===== config.mk =====
export PLATFORM = sky130hd
export DESIGN_NAME = hilo_muldiv_unit
export DESIGN_NICKNAME = d
export VERILOG_FILES = /design/src/rtl/muldiv_pkg.sv /design/src/rtl/hilo_div_step.sv /design/src/rtl/hilo_muldiv_unit.sv
export SDC_FILE = /design/constraint.sdc
export NUM_CORES = 1
export LEC_CHECK = 0
export ABC_AREA = 1
export CORE_MARGIN = 3
export CORE_UTILIZATION = 50
export DETAILED_ROUTE_END_ITERATION = 6
export GPL_ROUTABILITY_DRIVEN = 0
export PLACE_DENSITY = 0.76
export RECOVER_POWER = 25
export SLEW_MARGIN = 20
export SYNTH_ARGS = -nofsm -noshare
export SYNTH_HDL_FRONTEND = slang
export SYNTH_HIERARCHICAL = 1
export SYNTH_SLANG_ARGS = --single-unit

===== constraint.sdc =====
create_clock -name Clk -period 4.7 [get_ports Clk]
set_input_delay 0.47 -clock Clk [delete_from_list [all_inputs] [get_ports Clk]]
set_output_delay 0.47 -clock Clk [all_outputs]
set_load 0.005 [all_outputs]

===== src/rtl/muldiv_pkg.sv =====
// Shared encodings, FSM states and constants for the HiLo multiply/divide engine.
package muldiv_pkg;

    localparam int          MULDIV_ITERS  = 32;
    localparam logic [31:0] MULDIV_DBZ_LO = 32'hFFFF_FFFF;

    typedef enum logic [2:0] {
        OP_MULT  = 3'd0,
        OP_MULTU = 3'd1,
        OP_DIV   = 3'd2,
        OP_DIVU  = 3'd3,
        OP_MADD  = 3'd4,
        OP_MSUB  = 3'd5
    } op_t;

    typedef enum logic [1:0] {
        ST_IDLE,
        ST_RUN,
        ST_FIX,
        ST_DONE
    } muldiv_state_t;

    function automatic logic op_is_div(input logic [2:0] o);
        return (o == OP_DIV) || (o == OP_DIVU);
    endfunction

    // MADD/MSUB accumulate a signed product.
    function automatic logic op_is_signed(input logic [2:0] o);
        return (o == OP_MULT) || (o == OP_DIV) || (o == OP_MADD) || (o == OP_MSUB);
    endfunction

    function automatic logic op_is_known(input logic [2:0] o);
        return o <= 3'd5;
    endfunction

endpackage


===== src/rtl/hilo_div_step.sv =====
// One restoring-divide iteration: shift the next dividend bit into the remainder
// and subtract the divisor when it fits.
module hilo_div_step (
    input  logic [31:0] i_rem,
    input  logic [31:0] i_quo,
    input  logic [31:0] i_divisor,
    output logic [31:0] o_rem,
    output logic [31:0] o_quo
);

    logic [32:0] w_shift;
    logic [32:0] w_diff;

    // The remainder stays below the divisor, so bit 32 of the difference is a clean borrow.
    assign w_shift = {i_rem, i_quo[31]};
    assign w_diff  = w_shift - {1'b0, i_divisor};
    assign o_rem   = w_diff[32] ? w_shift[31:0] : w_diff[31:0];
    assign o_quo   = {i_quo[30:0], ~w_diff[32]};

endmodule


===== src/rtl/hilo_muldiv_unit.sv =====
// Iterative MULT/MULTU/DIV/DIVU/MADD/MSUB engine producing {Hi, Lo} and its write strobe.
// Define MULDIV_DIV_EN to build the divide datapath; otherwise DIV/DIVU complete as illegal ops.
module hilo_muldiv_unit
    import muldiv_pkg::*;
#(
    parameter int ITERS = MULDIV_ITERS
) (
    input  logic        Clk,
    input  logic        Reset_n,
    input  logic        start,
    input  logic [2:0]  op,
    input  logic [31:0] rs_val,
    input  logic [31:0] rt_val,
    input  logic [63:0] hilo_in,
    output logic        busy,
    output logic        done,
    output logic        hilo_we,
    output logic [63:0] result,
    output logic        div_by_zero,
    output logic        illegal_op
);

    localparam int            CW   = (ITERS > 1) ? $clog2(ITERS) : 1;
    localparam logic [CW-1:0] LAST = CW'(ITERS - 1);

    muldiv_state_t r_state;
    op_t           r_op;
    logic [31:0]   r_hi;
    logic [31:0]   r_lo;
    logic [31:0]   r_b;
    logic [63:0]   r_hilo_in;
    logic          r_neg_q;
    logic [CW-1:0] r_cnt;

    logic          w_legal;
    logic          w_op_div;
    logic          w_rs_neg;
    logic          w_rt_neg;
    logic [31:0]   w_rs_mag;
    logic [31:0]   w_rt_mag;
    logic [32:0]   w_mul_add;
    logic [31:0]   w_step_hi;
    logic [31:0]   w_step_lo;
    logic [63:0]   w_prod;
    logic [63:0]   w_sprod;
    logic [63:0]   w_fix;

`ifdef MULDIV_DIV_EN
    logic          r_neg_r;
    logic [31:0]   w_div_rem;
    logic [31:0]   w_div_quo;

    hilo_div_step u_div_step (
        .i_rem     (r_hi),
        .i_quo     (r_lo),
        .i_divisor (r_b),
        .o_rem     (w_div_rem),
        .o_quo     (w_div_quo)
    );

    assign w_legal = op_is_known(op);
`else
    assign w_legal     = op_is_known(op) && !op_is_div(op);
    assign div_by_zero = 1'b0;
`endif

    assign w_op_div = op_is_div(op);
    assign w_rs_neg = op_is_signed(op) & rs_val[31];
    assign w_rt_neg = op_is_signed(op) & rt_val[31];
    assign w_rs_mag = w_rs_neg ? (32'd0 - rs_val) : rs_val;
    assign w_rt_mag = w_rt_neg ? (32'd0 - rt_val) : rt_val;

    // Shift-add multiply: Hi accumulates, Lo holds the unconsumed multiplier bits.
    assign w_mul_add = {1'b0, r_hi} + (r_lo[0] ? {1'b0, r_b} : 33'd0);

    always_comb begin
        w_step_hi = w_mul_add[32:1];
        w_step_lo = {w_mul_add[0], r_lo[31:1]};
`ifdef MULDIV_DIV_EN
        if (op_is_div(r_op)) begin
            w_step_hi = w_div_rem;
            w_step_lo = w_div_quo;
        end
`endif
    end

    assign w_prod  = {r_hi, r_lo};
    assign w_sprod = r_neg_q ? (64'd0 - w_prod) : w_prod;

    always_comb begin
        w_fix = w_sprod;
        case (r_op)
            OP_MADD: w_fix = r_hilo_in + w_sprod;
            OP_MSUB: w_fix = r_hilo_in - w_sprod;
`ifdef MULDIV_DIV_EN
            // Quotient truncates toward zero; remainder follows the dividend's sign.
            OP_DIV, OP_DIVU: w_fix = {(r_neg_r ? (32'd0 - r_hi) : r_hi),
                                      (r_neg_q ? (32'd0 - r_lo) : r_lo)};
`endif
            default: ;
        endcase
    end

    always_ff @(posedge Clk or negedge Reset_n) begin
        if (!Reset_n) begin
            r_state     <= ST_IDLE;
            r_op        <= OP_MULT;
            r_hi        <= '0;
            r_lo        <= '0;
            r_b         <= '0;
            r_hilo_in   <= '0;
            r_neg_q     <= 1'b0;
            r_cnt       <= '0;
            busy        <= 1'b0;
            done        <= 1'b0;
            hilo_we     <= 1'b0;
            illegal_op  <= 1'b0;
            result      <= '0;
`ifdef MULDIV_DIV_EN
            r_neg_r     <= 1'b0;
            div_by_zero <= 1'b0;
`endif
        end else begin
            done       <= 1'b0;
            hilo_we    <= 1'b0;
            illegal_op <= 1'b0;
`ifdef MULDIV_DIV_EN
            div_by_zero <= 1'b0;
`endif
            case (r_state)
                ST_IDLE: begin
                    if (start) begin
                        busy      <= 1'b1;
                        r_op      <= op_t'(op);
                        r_hilo_in <= hilo_in;
                        r_cnt     <= '0;
                        r_neg_q   <= w_rs_neg ^ w_rt_neg;
                        r_hi      <= '0;
                        if (w_op_div) begin
                            r_lo <= w_rs_mag;
                            r_b  <= w_rt_mag;
                        end else begin
                            r_lo <= w_rt_mag;
                            r_b  <= w_rs_mag;
                        end
`ifdef MULDIV_DIV_EN
                        r_neg_r <= w_rs_neg;
`endif
                        if (!w_legal) begin
                            r_state    <= ST_DONE;
                            done       <= 1'b1;
                            illegal_op <= 1'b1;
                        end
`ifdef MULDIV_DIV_EN
                        else if (w_op_div && (rt_val == 32'd0)) begin
                            r_state     <= ST_DONE;
                            done        <= 1'b1;
                            hilo_we     <= 1'b1;
                            div_by_zero <= 1'b1;
                            result      <= {rs_val, MULDIV_DBZ_LO};
                        end
`endif
                        else begin
                            r_state <= ST_RUN;
                        end
                    end
                end
                ST_RUN: begin
                    r_hi  <= w_step_hi;
                    r_lo  <= w_step_lo;
                    r_cnt <= r_cnt + CW'(1);
                    if (r_cnt == LAST) begin
                        r_state <= ST_FIX;
                    end
                end
                ST_FIX: begin
                    result  <= w_fix;
                    done    <= 1'b1;
                    hilo_we <= 1'b1;
                    r_state <= ST_DONE;
                end
                ST_DONE: begin
                    busy    <= 1'b0;
                    r_state <= ST_IDLE;
                end
                default: r_state <= ST_IDLE;
            endcase
        end
    end

endmodule


After elaboration in Yosys (flattened, before gate mapping)
Index checks and enable logic that the tools add are counted.

cells by class
  equality and inequality tests = 12
  multiplexer cells = 24
  add/sub/neg operators = 7
  reduce and logical (&&, ||, !) cells = 14
  bitwise logic cells = 3
  magnitude comparators = 1

operator list
  cell                     number
  $mux W32                 7
  $pmux W32 S2             2
  $pmux W64 S2             1
  $add A64 B64 Y64         1
  $mux W64                 1
  $sub A1 B32 Y32 const A  2
  $sub A1 B64 Y64 const A  1
  $sub A64 B64 Y64         1
  $add A32 B32 Y33         1
  $eq A3 B3 Y1 const B     4
  $pmux W5 S2              1
  $pmux W2 S4              1
  $reduce_and A2 Y1        4
  $eq A3 B2 Y1 const B     2
  $mux W2                  3
  $add A5 B1 Y5 const B    1
  $eq A5 B5 Y1 const B     1
  $mux W1                  5
  $mux W5                  1
  $eq A2 B2 Y1 const B     2
  $logic_or A1 B1 Y1       4
  $ne A2 B2 Y1 const B     2
  $pmux W1 S2              2
  $reduce_bool A2 Y1       2
  other kinds (8)          9

word-level totals
  input port bits = 134
  register bits = 239
  output and inout bits = 69
  logic and storage cells = 74

Logic depth before layout (Yosys ltp)
Gate-level depths: netlist of the first run.

  depth after elaboration = 9
  mapped depth = 37
  mapped depth without buffers = 36

Worst setup path before layout of the first run
No wires, ideal clock.

  path type = register to register
  start point = register r_lo[0]
  end point = register result[57]
  clock period less this slack = 4.434 ns
  data required time = 4.574 ns
  buffers on the path = 1
  setup slack = 0.266 ns
  data arrival time = 4.308 ns
  cell stages (with the launch flop) = 34
  setup time = 0.126 ns
  cell sequence = dfrtp_1 > buf_6 > inv_1 > ha_1 > inv_1 > nand2_1 > xor2_2 > inv_1 > nor2_1 > nand2_1 > nor2_1 > nand3_1 > nor2_2 > nand2_2 > nor2_4 > nand2_1 > nor3_2 > or2_2 > xor2_1 > inv_1 > ha_1 > nand2_1 > nor2_1 > inv_1 > nor2_1 > nand3_1 > o21ai_0 > a21oi_1 > o21ai_0 > nand2_1 > nand2_1 > a21oi_1 > o21ai_0 > a21oi_1

on the way
  cells in the longest elaborated chain, start to end = 4
  elaborated cells on any way between the ends = 5
  those cells by class = add/sub (3); mux (2)

ends and longest elaborated chain
  item                                                         line                                            source
  start, declared                                              hilo_muldiv_unit.sv:29                          logic [31:0] r_lo;
  start signal, assigned                                       hilo_muldiv_unit.sv:140                         r_lo <= w_rs_mag;
  start signal, assigned                                       hilo_muldiv_unit.sv:143                         r_lo <= w_rt_mag;
  start signal, assigned                                       hilo_muldiv_unit.sv:170                         r_lo <= w_step_lo;
  $sub A1 B64 Y64                                              hilo_muldiv_unit.sv:88                          assign w_sprod = r_neg_q ? (64'd0 - w_prod) : w_prod;
  $mux W64 *                                                   hilo_muldiv_unit.sv:88
  $sub A64 B64 Y64 / $add A64 B64 Y64 (equally long branches)  hilo_muldiv_unit.sv:94, hilo_muldiv_unit.sv:93
  $pmux W64 S2 *                                               hilo_muldiv_unit.sv:92                          case (r_op)
  end signal, assigned                                         hilo_muldiv_unit.sv:177                         result <= w_fix;
  end, declared                                                hilo_muldiv_unit.sv:18                          output logic [63:0] result,

Every way passes the cells marked *; elsewhere a longest branch is shown, timed or not.
A chain may end at the register's enable or synchronous reset.

Worst setup path after layout of the first run
  start point = register r_lo[2]
  end point = register result[43]

The elaborated chain is that of the path after synthesis.

==> results of run 1 <==
-- critical path: cells and delay by family (launching register included) --
family	cells	cell delay, ns
flops	1	0.44
compound gates	3	0.48
xor+xnor	1	0.19
buf+inv	7	0.77
simple gates	19	2.72
fa+ha+maj	1	0.27
-- synthesized netlist by cell type (13+ instances only) --
master | n | area share (%)
nand2_1 | 963 | 16
nor2_1 | 448 | 7.6
inv_1 | 405 | 6.9
a21oi_1 | 279 | 6.3
o21ai_0 | 262 | 5.9
dfrtp_1 | 239 | 27
nand3_1 | 202 | 4.6
ha_1 | 105 | 5.9
xor2_1 | 97 | 3.8
clkbuf_1 | 89 | 1.5
nand4_1 | 43 | 1.2
xnor2_1 | 41 | 1.6
a31oi_1 | 39 | 1.1
nor3_1 | 28 | 0.63
o211ai_1 | 26 | 0.88
or2_2 | 24 | 0.68
nand2_2 | 17 | 0.48
o21a_1 | 16 | 0.54
o22ai_1 | 16 | 0.45
nor2_2 | 14 | 0.40
a22oi_1 | 13 | 0.44
-- metal layers --
metal  share of wire (%)  GRT usage [%]  vias to the layer above  wire (microns)
met1                  37           44.5                    13000           35000
met4                 9.3           23.9                        2            8820
met2                  44           58.1                     1802           41400
met5               0.014              0                        -              13
met3                  10           6.17                      563            9830
li1                    -              -                    12800               -
-- repair_timing --
action / CTS / global route
endpoints found under the hold margin: 96 / 0
buffers inserted: 17 / 39
pin swaps: 33 / 129
endpoints found under the setup margin: 30 / 45
hold buffers: 1 / 0
gates resized for setup: 83 / 461
-- flip-flops by register name, indices dropped and copies added, names as in the netlist --
signal,cells
r_hilo_in,64
result,64
r_b,32
r_hi,32
r_lo,32
r_cnt,5
r_op,3
r_state,2
busy,1
done,1
hilo_we,1
illegal_op,1
r_neg_q,1
-- how the worst max path moves through the flow --
| stage | startpoint | to | slack, ns | depth (start not counted) |
|---|---|---|---|---|
| floorplan | r_lo[0] | result[57] | 0.27 | 33 |
| global placement | r_lo[0] | result[60] | -0.35 | 30 |
| detailed placement | r_lo[1] | result[60] | -0.39 | 31 |
| CTS | r_lo[1] | result[59] | 0.0009 | 36 |
| global route | r_lo[2] | result[63] | -0.50 | 36 |
| finish | r_lo[2] | result[43] | -0.33 | 31 |
-- per-stage QoR --
| step | worst slack (ns) | instance area [sq um] | TNS, ns |
|---|---|---|---|
| final | -0.327 | 31600 | -5.38 |
| after global routing | -0.499 | 31600 | -12.74 |
| after CTS | 0.000909 | 29700 | 0 |
| after detailed placement | -0.388 | 28100 | -5.36 |
| after global placement | -0.346 | 28100 | -3.00 |
| after floorplan | 0.266 | 22200 | 0 |
-- area by class of cell --
type	count	area, sq um
Clock buffer	37	826
Timing Repair Buffer	729	6090
Clock inverter	17	218
Sequential cell	239	5990
Inverter	415	1570
Multi-Input combinational cell	2764	16200
Tap cell	585	732
Fill cell	3216	11800
-- cell usage in the layout (no fill, tap or decap), types with 22 or more instances in the layout --
master,Yosys,routed
a21oi_1,279,220
a21oi_2,0,53
a31oi_1,39,29
buf_4,6,504
clkbuf_16,0,29
clkdlybuf4s50_1,0,200
dfrtp_1,239,235
ha_1,105,75
ha_4,0,27
inv_1,405,367
inv_2,7,41
nand2_1,963,884
nand2_2,17,86
nand3_1,202,171
nand3_2,6,32
nand4_1,43,43
nor2_1,448,364
nor2_2,14,64
nor2_4,6,40
o211ai_1,26,26
o21ai_0,262,217
o21ai_1,12,38
or2_2,24,22
xnor2_1,41,39
xor2_1,97,89
-- cell families (layout without fill, tap and decap cells) --
kind of cell	count (synthesis)	in the layout	share of synthesized area (%)
AO/OA/AOI/OAI	720	720	18.0
buffers and inverters	524	1198	9.03
flip-flops	239	239	27.0
other	1	1	0.0169
AND/OR/NAND/NOR	1796	1796	34.3
adder cells (fa/ha/maj)	107	107	6.11
XOR/XNOR	140	140	5.60
==> run_results.csv, run 1 <==
group,metric,value,unit
setup_path,ff2ff_path_depth,31,
detailed_routing,drc_errors,0,
setup_path,r2r_start,"r_lo[2]",
floorplan,row_count,76,
synthesis,synth-seq-cells,239,
cells_and_area,fin_cells,4786,
clocking,cts_sinks,239,
clocking,clkSlewWorstSetupHoldPaths,0.06,ns
setup_path,slowest_stage,"dfrtp_2",
synthesis,synthFlopType,"dfrtp_1",
synthesis,synth_area,0.0222,sq mm
worst_hold_path,hold_depth,3,
cells_and_area,post-route-util,72.8,%
timing,skew,0.0555,ns
global_route,gr-usage-all-layers,36.1,%
clocking,h-tree-depth,1,
placed_design,portBuffers,201,
timing,finalSetupViolCount,34,
synthesis,ys_warn_count,6,
setup_path,cp-start-kind,"flop",
setup_path,required,5.16,ns
cells_and_area,areaGrowthSynthToFinish,42.7,%
global_route,antenna_found_initial,2,
detailed_routing,drt_iter0_drc,3365,
timing,finalHoldViolCount,0,
setup_path,path_max_fanout,6,
cells_and_area,drive_above_1_share,25.4,%
floorplan,die_w,217,microns
clocking,ctsLongestPathBuffers,3,
global_route,grt_pass1_vias,25500,
job,cap_viol_max_count,1,
global_route,grt-ovfl-total,0,
floorplan,io_pins,203,
clocking,cts_buffers,29,
timing,hold_ws,0.389,ns
timing,slew_headroom,-71.7,%
floorplan,core,0.0435,sq mm
worst_hold_path,holdCritStartpoint,"hilo_in[2]",
cells_and_area,num-nets-final,4419,
detailed_routing,drt_first_pass_iters,6,
setup_path,crit_top_cell,"nor2_4",
timing,min_period,5.03,ns
global_route,grt_pass1_wl,135000,microns
timing,rsz0062_at_grt,"yes",
timing,fin_ws,-0.327,ns
placed_design,place_hpwl,68700,microns
placed_design,numPlacedInstances,4677,
clocking,tritoncts,"yes",
detailed_routing,ant_nets,0,
run_status,status,"finished with violations",
timing,worst_pin_slew,2.58,ns
floorplan,dieArea,0.0469,sq mm
synthesis,synth_nets,3768,
setup_path,worstSetupPathType,"flop to flop",
synthesis,syn_area_per_cell,6.29,sq um
synthesis,synth_edf_count,0,
timing,timing.fmax,199,MHz
detailed_routing,dr_total_vias,28200,
run_status,failed_checks,"capacitance limit, slew limit, setup timing",
setup_path,rrSetupSlack,-0.33,ns
synthesis,yosys.cell_types.count,58,
detailed_routing,drt-total-wl,95100,microns
setup_path,endpoint_kind,"flop",
setup_path,r2r_end,"result[43]",
global_route,grt_max_degree,108,
floorplan,initial_core_util,51.0,%
timing,timing.final.crit_share,107,%
worst_hold_path,min_path_type,"input port to flop",
setup_path,cpPeakStageDelay,0.44,ns
synthesis,yosysSeqAreaShare,27.0,%
timing,maxSlewViolCount,98,
worst_hold_path,hold_end,"r_hilo_in[2]",
clocking,insertion_delay,0.64,ns
detailed_routing,via_per_inst,5.89,
synthesis,async_reset_ff_share,100,%
synthesis,syn_inst,3527,
floorplan,die_y,217,microns
cells_and_area,n_antenna_cell,0,
clocking,cts_root_buf,"clkbuf_16",
setup_path,critPathArrivalTime,5.49,ns
detailed_routing,routedWlPerCell,19.9,microns
Power of run 1 is not shown: default switching activity piles up to over one toggle a cycle in this logic, so the estimate is an artifact.
==> run 2: changes to the inputs <==
--- a/config.mk
+++ b/config.mk
@@ -6,6 +6,7 @@
 export NUM_CORES = 1
 export LEC_CHECK = 0
 export ABC_AREA = 1
+export CAP_MARGIN = 15
 export CORE_MARGIN = 3
 export CORE_UTILIZATION = 50
 export DETAILED_ROUTE_END_ITERATION = 6
==> results of run 2 <==
The final DEF is identical to that of run 1; final timing and power are the same.
Power of run 2 is left out for the same reason.
